==> src/rtl/shift_add_mult_ctrl_pkg.sv <==
// Shared constants and FSM encoding for the shift-add multiplier controller.
// Both the RTL and the bench import this package.
package shift_add_mult_ctrl_pkg;

   localparam int MULT_N = 32;
   localparam int CNT_W  = $clog2(MULT_N) + 1;

   typedef enum logic [1:0] {
      ST_IDLE = 2'd0,
      ST_RUN  = 2'd1,
      ST_DONE = 2'd2
   } state_e;

endpackage

==> src/rtl/shift_add_mult_ctrl_adder.sv <==
// 32-bit ripple-carry adder used as the single shared datapath adder.
// Z = A + B, and Cout is the carry out of bit 31.
module adder_32_bit (
   input  logic [31:0] A,
   input  logic [31:0] B,
   output logic        Cout,
   output logic [31:0] Z
);

   always_comb begin
      logic carry;
      carry = 1'b0;
      Z     = '0;
      for (int i = 0; i < 32; i++) begin
         Z[i]  = A[i] ^ B[i] ^ carry;
         carry = (A[i] & B[i]) | (carry & (A[i] ^ B[i]));
      end
      Cout = carry;
   end

endmodule

==> src/rtl/shift_add_mult_ctrl.sv <==
// Sequential shift-add unsigned multiplier: one add-and-shift step per RUN cycle,
// N steps per product, with a one-cycle DONE pulse and a held product register.
module shift_add_mult_ctrl
   import shift_add_mult_ctrl_pkg::*;
#(
   parameter int N = MULT_N
) (
   input  logic           clk,
   input  logic           rst,
   input  logic           start,
   input  logic [N-1:0]   mcand,
   input  logic [N-1:0]   mplier,
   output logic           busy,
   output logic           done,
   output logic [2*N-1:0] product,
   output state_e         state_dbg
);

   localparam logic [CNT_W-1:0] LAST_STEP = CNT_W'(N - 1);

   state_e             state_q, state_d;
   logic [CNT_W-1:0]   cnt_q, cnt_d;
   logic [N-1:0]       mcand_q, mcand_d;
   logic [N-1:0]       hi_q, hi_d;
   logic [N-1:0]       lo_q, lo_d;
   logic [2*N-1:0]     product_q, product_d;

   logic [N-1:0]       addend;
   logic [N-1:0]       add_sum;
   logic               add_cout;
   logic               accept;
   logic               last_step;

   assign accept    = (state_q == ST_IDLE) && start;
   assign last_step = (state_q == ST_RUN) && (cnt_q == LAST_STEP);
   assign addend    = lo_q[0] ? mcand_q : '0;

   adder_32_bit u_adder (
      .A    (hi_q),
      .B    (addend),
      .Cout (add_cout),
      .Z    (add_sum)
   );

   // State and datapath registers.
   always_ff @(posedge clk or posedge rst) begin
      if (rst) begin
         state_q   <= ST_IDLE;
         cnt_q     <= '0;
         mcand_q   <= '0;
         hi_q      <= '0;
         lo_q      <= '0;
         product_q <= '0;
      end else begin
         state_q   <= state_d;
         cnt_q     <= cnt_d;
         mcand_q   <= mcand_d;
         hi_q      <= hi_d;
         lo_q      <= lo_d;
         product_q <= product_d;
      end
   end

   // Next-state logic: start is only looked at in IDLE.
   always_comb begin
      state_d = state_q;
      unique case (state_q)
         ST_IDLE: if (start)     state_d = ST_RUN;
         ST_RUN:  if (last_step) state_d = ST_DONE;
         ST_DONE:                state_d = ST_IDLE;
         default:                state_d = ST_IDLE;
      endcase
   end

   // Datapath next values; the carry-out becomes the new hi MSB after the shift.
   always_comb begin
      cnt_d     = cnt_q;
      mcand_d   = mcand_q;
      hi_d      = hi_q;
      lo_d      = lo_q;
      product_d = product_q;
      if (accept) begin
         mcand_d = mcand;
         hi_d    = '0;
         lo_d    = mplier;
         cnt_d   = '0;
      end else if (state_q == ST_RUN) begin
         hi_d  = {add_cout, add_sum[N-1:1]};
         lo_d  = {add_sum[0], lo_q[N-1:1]};
         cnt_d = cnt_q + 1'b1;
         if (last_step) product_d = {add_cout, add_sum, lo_q[N-1:1]};
      end
   end

   // Moore outputs.
   always_comb begin
      busy      = (state_q == ST_RUN) || (state_q == ST_DONE);
      done      = (state_q == ST_DONE);
      product   = product_q;
      state_dbg = state_q;
   end

endmodule

==> config.mk <==
export PLATFORM = sky130hd
export DESIGN_NAME = shift_add_mult_ctrl
export DESIGN_NICKNAME = d
export VERILOG_FILES = /design/src/rtl/shift_add_mult_ctrl_pkg.sv /design/src/rtl/shift_add_mult_ctrl_adder.sv /design/src/rtl/shift_add_mult_ctrl.sv
export SDC_FILE = /design/constraint.sdc
export NUM_CORES = 1
export LEC_CHECK = 0
export CAP_MARGIN = 5
export CORE_UTILIZATION = 48
export DETAILED_ROUTE_END_ITERATION = 8
export GPL_TIMING_DRIVEN = 0
export PLACE_DENSITY = 0.83
export SYNTH_ARGS = -nofsm -noshare
export SYNTH_HDL_FRONTEND = slang
export SYNTH_SLANG_ARGS = --single-unit
==> constraint.sdc <==
create_clock -name clk -period 13.1 [get_ports clk]
set_input_delay 2.62 -clock clk [delete_from_list [all_inputs] [get_ports clk]]
set_output_delay 2.62 -clock clk [all_outputs]
set_load 0.02 [all_outputs]
**Yosys cells after proc, flatten, opt, wreduce, memory -nomap -nowiden**

Index checks and enable logic that the tools add are counted.

- Register bits: 168
- Input port bits: 67
- Word-level logic and storage cells: 187

- Add/sub/neg operators: 1
- Equal/unequal tests: 5
- Muxes and demuxes: 10
- Bitwise logic cells: 158
- Reduce and logical (&&, ||, !) cells: 7

Operators by type and width:

| cell | count |
|---|---|
| $mux 32 | 5 |
| $and 1x1->1 | 63 |
| $xor 1x1->1 | 63 |
| $or 1x1->1 | 31 |
| $mux 6 | 2 |
| $add 6x1->6 const B | 1 |
| $eq 6x5->1 const B | 1 |
| $mux 2 | 2 |
| $ne 2x2->1 const B | 2 |
| $pmux 2 s2 | 1 |
| $reduce_and 3->1 | 1 |
| $eq 2x1->1 const B | 1 |
| $eq 2x2->1 const B | 1 |
| $logic_and 1x1->1 | 2 |
| $logic_not 2->1 | 1 |
| $reduce_and 2->1 | 1 |
| $reduce_bool 2->1 | 1 |
| $logic_or 1x1->1 | 1 |
| $not 1->1 | 1 |

**Longest topological paths before layout**

Gate-level depths: netlist of run 1.

- Depth after elaboration: 66
- Depth in mapped cells: 35
- Mapped depth without buffers: 35

**Cells and area by module**

From an unflattened synthesis of run 1, not the netlist that was laid out.

- Cells, all modules: 636
- Area, all modules: 7878.8 µm²

By module, submodules not included:

| module | instances | cells each | area each (µm²) | seq. area each (µm²) |
|---|---|---|---|---|
| shift_add_mult_ctrl | 1 | 594 | 7208.2 | 4204.0 |
| adder_32_bit | 1 | 42 | 670.6 | 0.0 |

**Least setup slack after synthesis of run 1**

OpenSTA, ideal clock, no wires.

- Path type: register -> register
- Start: register lo_q[0]
- End: register hi_q[30]
- Arrival time: 13.560 ns
- Data required time: 13.006 ns
- Path slack: -0.554 ns
- Cell stages (with the launch flop): 35
- Buffers on the path: 1
- Cell sequence: dfrtp_1 -> clkbuf_1 -> nand2_1 -> fa_1 -> fa_1 -> fa_1 -> fa_1 -> fa_1 -> fa_1 -> fa_1 -> fa_1 -> fa_1 -> fa_1 -> fa_1 -> fa_1 -> fa_1 -> fa_1 -> fa_1 -> fa_1 -> fa_1 -> fa_1 -> fa_1 -> fa_1 -> fa_1 -> fa_1 -> fa_1 -> fa_1 -> fa_1 -> fa_1 -> fa_1 -> fa_1 -> fa_1 -> fa_1 -> fa_1 -> a211oi_1

- Cells in the longest elaborated chain, start to end: 65

Ends and longest elaborated chain:

| what | RTL line | RTL |
|---|---|---|
| start, declared | shift_add_mult_ctrl.sv:25 | `logic [N-1:0] lo_q, lo_d;` |
| start signal, assigned | shift_add_mult_ctrl.sv:59 | `lo_q <= lo_d;` |
| $mux 32 (*) | shift_add_mult_ctrl.sv:36 | `assign addend = lo_q[0] ? mcand_q : '0;` |
| $and 1x1->1 / $xor 1x1->1 (equally long branches) | shift_add_mult_ctrl_adder.sv:16 | `carry = (A[i] & B[i]) \| (carry & (A[i] ^ B[i]));` |
| $and 1x1->1 | shift_add_mult_ctrl_adder.sv:16 |  |
| $or 1x1->1 | shift_add_mult_ctrl_adder.sv:16 |  |
| $and 1x1->1 | shift_add_mult_ctrl_adder.sv:16 |  |
| $or 1x1->1 | shift_add_mult_ctrl_adder.sv:16 |  |
| $and 1x1->1 | shift_add_mult_ctrl_adder.sv:16 |  |
| $or 1x1->1 | shift_add_mult_ctrl_adder.sv:16 |  |
| [... 49 more ...] | - |  |
| $or 1x1->1 | shift_add_mult_ctrl_adder.sv:16 |  |
| $and 1x1->1 | shift_add_mult_ctrl_adder.sv:16 |  |
| $or 1x1->1 | shift_add_mult_ctrl_adder.sv:16 |  |
| $and 1x1->1 | shift_add_mult_ctrl_adder.sv:16 |  |
| $or 1x1->1 | shift_add_mult_ctrl_adder.sv:16 |  |
| $xor 1x1->1 (*) | shift_add_mult_ctrl_adder.sv:15 | `Z[i] = A[i] ^ B[i] ^ carry;` |
| $mux 32 (*) | shift_add_mult_ctrl.sv:87 | `end else if (state_q == ST_RUN) begin` |
| $mux 32 (*) | shift_add_mult_ctrl.sv:82 | `if (accept) begin` |
| end signal, assigned | shift_add_mult_ctrl.sv:58 | `hi_q <= hi_d;` |
| end, declared | shift_add_mult_ctrl.sv:24 | `logic [N-1:0] hi_q, hi_d;` |

Mark *: on every way between the ends. The rest lies on a longest branch, timed or not. The select of a mux whose other input is x is not followed.
A chain may end at the register's enable or synchronous reset.

**Final worst setup path of run 1**

Same ends and word-level chain as after synthesis.

==> results of run 1 <==
-- worst reg2reg max path, delay by kind of cell (launching register included) --
family | cells | cell delay [ps]
AO/OA/AOI/OAI | 1 | 70
adder cells (fa/ha/maj) | 32 | 11980
buffers and inverters | 1 | 60
flip-flops | 1 | 390
AND/OR/NAND/NOR | 1 | 130
-- area by class of cell --
cell class	count	area share, %
timing repair buffer	136	13.6
clock inverter	12	1.23
clock buffer	20	4.62
sequential	168	41.6
tap	216	2.67
multi-input combinational	416	31.2
buffer	40	2.45
inverter	68	2.60
-- metrics by stage --
stage	setup WS [ps]	cells
floorplan	16.9	692
global placement	-503	1042
detailed placement	-580	1043
CTS	30.5	1076
global route	-22.2	1076
finish	335	1076
-- flip-flops by register name, summed over array words and instances, names as in the netlist --
signal / count
cnt_q: 6
hi_q: 32
lo_q: 32
mcand_q: 32
product: 64
state_dbg: 2
-- placed cells by master, fill, tap and decap left out, drive strengths merged, types with 2 or more instances in the layout --
master,synthesis,final
mux2i,65,65
inv,68,69
mux2,32,32
ha,6,6
xor2,3,3
nor2,37,37
clkbuf,15,35
fa,31,31
nand2,162,162
buf,25,27
o21ai,34,34
and2,2,2
clkdlybuf4s50,0,134
clkinv,0,5
bufinv,0,2
nand4,3,3
a211oi,32,32
dfrtp,168,168
clkinvlp,0,4
-- metal layers --
| layer | GRT usage [%] | vias up | wire (um) |
|---|---|---|---|
| met5 | 0 | - | 0 |
| met1 | 30.3 | 2658 | 7850 |
| met2 | 35.3 | 137 | 8710 |
| met3 | 5.45 | 34 | 742 |
| li1 | - | 2545 | - |
| met4 | 9.27 | 0 | 382 |
-- logic make-up (layout without fill, tap and decap cells) --
logic type                 after synthesis  after routing  share of synthesized area [%]
xor gates and xnor gates                 4              4                          0.450
buffers and inverters                  108            276                           6.32
adders and majority gates               37             37                           8.94
and+or+nand+nor                        208            208                           10.4
muxes                                   97             97                           14.2
DFF                                    168            168                           54.0
AOI/OAI and AO/OA                       70             70                           5.66
-- what timing repair did --
| action | CTS | global route |
|---|---|---|
| gates resized for setup | 12 | 9 |
| cloned | 0 | 0 |
| hold buffers | 0 | 0 |
| endpoints found under the setup margin | 6 | 6 |
| buffers inserted | 1 | 0 |
| pin swaps | 0 | 1 |
-- final timing paths --
check                            from           to  slack, ps  cells past startpoint
hold reg to reg            mcand_q[0]   mcand_q[0]        480                      2
min in group asynchronous         rst   product[5]       2610                      2
setup / recovery              lo_q[0]     hi_q[30]        330                     35
setup reg to reg              lo_q[0]     hi_q[30]        330                     35
max in group asynchronous         rst  product[44]       9610                      3
hold / removal             mcand_q[0]   mcand_q[0]        480                      2
-- power by group through the flow --
stage	registers [uW]	logic, uW	clock network (uW)
floorplan	750	497	0
global placement	771	654	0
detailed placement	778	685	0
CTS	771	708	508
global route	791	808	532
finish	774	717	504
==> flow_metrics.py, run 1 <==
metrics = {
    "power_and_ir_drop": {
        "switchingPower_uw": 726,
        "combPwrFrac_pct": 35.9,
        "internal-power_uw": 1270,
        "total_power_uw": 1990,
        "swShare_pct": 36.4,
        "irDropWorstVdd_mv": 0.103,
        "seq_power_share_pct": 38.8,
        "power_frac_clock_pct": 25.3,
        "leakage_uw": 0.00430,
        "power_density_nw_per_um2": 197,
    },
    "timing": {
        "setup_violations": 0,
        "finalCriticalPeriod_ps": 12770,
        "max_freq_ghz": 0.0783,
        "holdWs_ps": 475,
        "slew_headroom_pct": 59.3,
        "maxSlewViolCount": 0,
        "skew_ps": 9.32,
        "worstMarginPinSlew_ps": 610,
        "period_share_pct": 97.4,
        "tns_ps": 0,
        "hold_viol": 0,
    },
    "final_layout": {
        "fillers": 1229,
        "design_area_um2": 10100,
        "fin_util_pct": 63.9,
        "syn_to_final_growth_pct": 29.9,
        "diodes": 0,
        "layout.nets": 951,
        "regArea_um2": 4210,
        "drive_gt1_share_pct": 12.6,
        "multi_input_area_um2": 3160,
    },
    "detailed_routing": {
        "drt-initial-drc-count": 308,
        "via_per_inst": 4.99,
        "drc": 0,
        "ant_nets": 0,
        "vias": 5374,
        "drt_wl_total_mm": 17.7,
        "drt-pass1-iter-count": 4,
        "wire_per_inst_um": 16.4,
    },
    "die": {
        "die_y_um": 129,
        "start_util_pct": 49.2,
        "num_rows": 46,
        "die_w_um": 129,
        "core_area_um2": 15800,
        "ios": 135,
        "die_area_um2": 16700,
    },
    "job": {
        "max_cap_violations": 0,
    },
    "setup_path": {
        "cpPeakStageDelay_ps": 580,
        "crit_family": "adder cells",
        "critPathLaunchType": "flop",
        "cp-end-kind": "flop",
        "cp_num_buf_inv": 1,
        "critPathMostFrequentCell": "fa_2",
        "critPathKind": "flop to flop",
        "crit_fanout": 4,
        "crit_required_ps": 13390,
        "worstPathArrival_ps": 13060,
        "slowest_stage": "fa_1",
    },
    "logic_synthesis": {
        "synth_top_cell_area_share_pct": 54.0,
        "synth_edf_count": 0,
        "synth_top_area_cell": "dfrtp_1",
        "async_flop_share_pct": 100,
        "ys_seq_area_share_pct": 54.0,
        "syn_area_per_cell_um2": 11.2,
        "ys_ff_latch": 168,
        "yosys-top-cells-count": "dfrtp_1, nand2_1, inv_1, mux2i_1, nor2_1",
        "synth_cell_type_count": 29,
        "syn-num-nets": 796,
        "synth_area_leaders": "dfrtp_1, mux2i_1, fa_1, nand2_1, mux2_4",
        "synth_area_um2": 7780,
        "synthCells": 692,
        "synth_most_common_cell": "dfrtp_1",
        "ys_warn_count": 0,
        "synth_flop_cell": "dfrtp_1",
    },
    "clocking": {
        "insertion_delay_ps": 440,
        "cts.clk_slew.worst_paths_ps": 60,
        "h-tree-depth": 4,
        "clock_sinks": 168,
        "cts_root_buffer": "clkbuf_16",
        "cts_tree": "yes",
        "clockBufferDepth": 2,
        "cts-buffers-inserted": 17,
    },
    "place": {
        "port_buffers": 134,
        "place_hpwl_mm": 12.0,
        "gp_congestion": 0.785,
        "placed_cell_area_um2": 9460,
    },
    "min_path": {
        "min-delay-path-class": "flop to flop",
    },
    "global_route": {
        "antenna_found_initial": 0,
        "grt_pass1_vias": 5544,
        "grt_max_degree": 110,
        "grt_pass1_wl_mm": 28.1,
        "grt.total_usage_pct": 22.6,
        "overflow": 0,
    },
    "status": {
        "status": "complete, no violations",
    },
}
No activity file was read; power rests on OpenSTA's default activity.
==> run 2: changes to the inputs <==
--- a/config.mk
+++ b/config.mk
@@ -6,10 +6,10 @@
 export NUM_CORES = 1
 export LEC_CHECK = 0
 export CAP_MARGIN = 5
-export CORE_UTILIZATION = 48
+export CORE_UTILIZATION = 53
 export DETAILED_ROUTE_END_ITERATION = 8
 export GPL_TIMING_DRIVEN = 0
-export PLACE_DENSITY = 0.83
+export PLACE_DENSITY = 0.87
 export SYNTH_ARGS = -nofsm -noshare
 export SYNTH_HDL_FRONTEND = slang
 export SYNTH_SLANG_ARGS = --single-unit
==> constraint.sdc (replaced) <==
create_clock -name clk -period 11.9 [get_ports clk]
set_input_delay 2.38 -clock clk [delete_from_list [all_inputs] [get_ports clk]]
set_output_delay 2.38 -clock clk [all_outputs]
set_load 0.02 [all_outputs]
==> run 2 against run 1 <==
Against the previous run:
- the run now ends with setup timing left
- fmax increased by 4.0%
- clock power grew 1%
- via count is 0.95% higher
- core utilization rose by 7.5 points
- combinational power grew 12%
- die area decreased by 9.3%
- critical path type unchanged
- critical endpoint unchanged
- largest cell class unchanged
==> flow_metrics.py, run 2 (same netlist as run 1, synthesis figures left out) <==
metrics = {
    "clocking": {
        "insertion_delay_ps": 420,
        "clockBufferDepth": 2,
        "cts_root_buffer": "clkbuf_16",
        "cts_tree": "yes",
        "clock_sinks": 168,
        "cts.clk_slew.worst_paths_ps": 60,
        "hold_buffers": 0,
        "h-tree-depth": 4,
        "cts-buffers-inserted": 17,
    },
    "power_and_ir_drop": {
        "leakage_uw": 0.00429,
        "irDropWorstVdd_mv": 0.119,
        "power_density_nw_per_um2": 215,
    },
    "setup_path": {
        "critPathKind": "flop to flop",
        "worstReg2RegEnd": "hi_q[30]",
        "r2r_setup_slack_ps": -380,
        "critPathLaunchType": "flop",
        "reg2reg_from": "lo_q[0]",
        "worstPathArrival_ps": 12550,
        "slowest_stage": "fa_2",
        "cp-end-kind": "flop",
        "crit_required_ps": 12180,
        "reg2regPathDepth": 35,
        "cp_num_buf_inv": 1,
        "critPathMostFrequentCell": "fa_2",
        "cpPeakStageDelay_ps": 550,
        "crit_fanout": 4,
        "crit_family": "adder cells",
    },
    "die": {
        "num_rows": 43,
        "die_area_um2": 15200,
        "ios": 135,
        "core_area_um2": 14100,
        "start_util_pct": 55.2,
        "die_w_um": 123,
        "die_y_um": 123,
    },
    "timing": {
        "holdWs_ps": 471,
        "setup_slack_ps": -375,
        "hold_viol": 0,
        "max_freq_ghz": 0.0815,
        "tns_ps": -1280,
        "setup_violations": 6,
        "period_share_pct": 103,
        "maxSlewViolCount": 0,
        "skew_ps": 10.2,
        "finalCriticalPeriod_ps": 12280,
        "slew_headroom_pct": 59.2,
        "worstMarginPinSlew_ps": 611,
        "rsz0062_at_grt": "true",
    },
    "final_layout": {
        "diodes": 0,
        "fin_util_pct": 71.4,
        "drive_gt1_share_pct": 12.9,
        "largest_reg_flops": 64,
        "layout.nets": 953,
        "final_common_cell": "dfrtp_1",
        "final_cell_mix": "dfrtp_1, nand2_1, clkdlybuf4s50_1",
        "syn_to_final_growth_pct": 29.3,
    },
    "min_path": {
        "hold_end": "mcand_q[24]",
        "min-delay-path-class": "flop to flop",
        "whs_path_depth": 2,
        "hp-start": "mcand_q[24]",
    },
    "global_route": {
        "grt_pass1_wl_mm": 28.3,
        "grt_pass1_vias": 5676,
        "grt.total_usage_pct": 24.7,
        "antenna_found_initial": 0,
        "overflow": 0,
        "grt_max_degree": 105,
    },
    "place": {
        "port_buffers": 134,
        "gp_congestion": 0.787,
        "place_hpwl_mm": 11.7,
    },
    "status": {
        "violations": "setup timing",
        "status": "complete, but fails checks",
    },
    "detailed_routing": {
        "via_per_inst": 5.21,
        "drc": 0,
        "vias": 5425,
        "wire_per_inst_um": 16.4,
        "drt-pass1-iter-count": 5,
        "drt_wl_total_mm": 17.1,
        "drt-initial-drc-count": 425,
        "ant_nets": 0,
    },
    "job": {
        "max_cap_violations": 0,
    },
}
## run 2: changes by cell type in the layout (fill, tap and decap cells not counted), sizes merged
cell	change
buf	+2
bufinv	-1
clkbuf	+8
clkinv	-3
clkinvlp	-4
inv	-1
## run 2: layout make-up
class / instances / area [um2]
buffer: 40 / 248
clock buffer: 28 / 497
clock inverter: 3 / 40.0
fill: 997 / 4030
inverter: 68 / 263
multi-input combinational: 416 / 3190
sequential: 168 / 4210
tap: 180 / 225
timing repair buffer: 138 / 1390
## run 2: worst min-delay path: cells and delay by family (launching register included)
family | cells | cell delay [ps]
flops | 1 | 340
simple gates | 2 | 100
## run 2: power by group
part / switching (uW) / internal [uW]
sequential: 110 / 741
combinational: 460 / 341
clock: 208 / 303
total: 778 / 1390
## run 2: worst max path at each step
stage | start | end | slack [ps] | cells after the start
floorplan | lo_q[0] | hi_q[30] | 9 | 35
global route | lo_q[0] | hi_q[30] | -690 | 35
finish | lo_q[0] | hi_q[30] | -380 | 35
global placement | lo_q[0] | hi_q[30] | -450 | 34
CTS | lo_q[0] | hi_q[30] | -410 | 35
detailed placement | lo_q[0] | hi_q[30] | -480 | 34
## run 2: per-layer routing
metal | vias to the layer above | GRT usage (%) | part of all wire (%)
met2 | 137 | 39.6 | 49
met4 | 0 | 10.7 | 2.3
met5 | - | 0 | 0
met1 | 2721 | 33.2 | 45
met3 | 32 | 4.57 | 3.9
li1 | 2535 | - | -
## run 2: timing repair
action                     4_1_cts  5_1_grt
hold endpoints to repair         0        0
buffers inserted                 2        1
setup endpoints to repair        6        7
pin swaps                        4        2
resized for setup                9        3
## run 2: through the flow
step           instance area, um2  total power, uW  worst slack, ps  instances
6_report                    10100             2160             -375       1041
5_1_grt                     10100             2320             -693       1041
4_1_cts                     10000             2170             -405       1040
3_5_place_dp                 9460             1630             -477       1007
3_3_place_gp                 9430             1590             -445       1006
2_1_floorplan                7860             1390             9.16        692
==> run 3: changes to the inputs <==
--- a/config.mk
+++ b/config.mk
@@ -7,6 +7,7 @@
 export LEC_CHECK = 0
 export CAP_MARGIN = 5
 export CORE_UTILIZATION = 53
+export CTS_CLUSTER_SIZE = 25
 export DETAILED_ROUTE_END_ITERATION = 8
 export GPL_TIMING_DRIVEN = 0
 export PLACE_DENSITY = 0.87
==> results of run 3 <==
Final layout, timing and power as in run 2 (identical DEF).
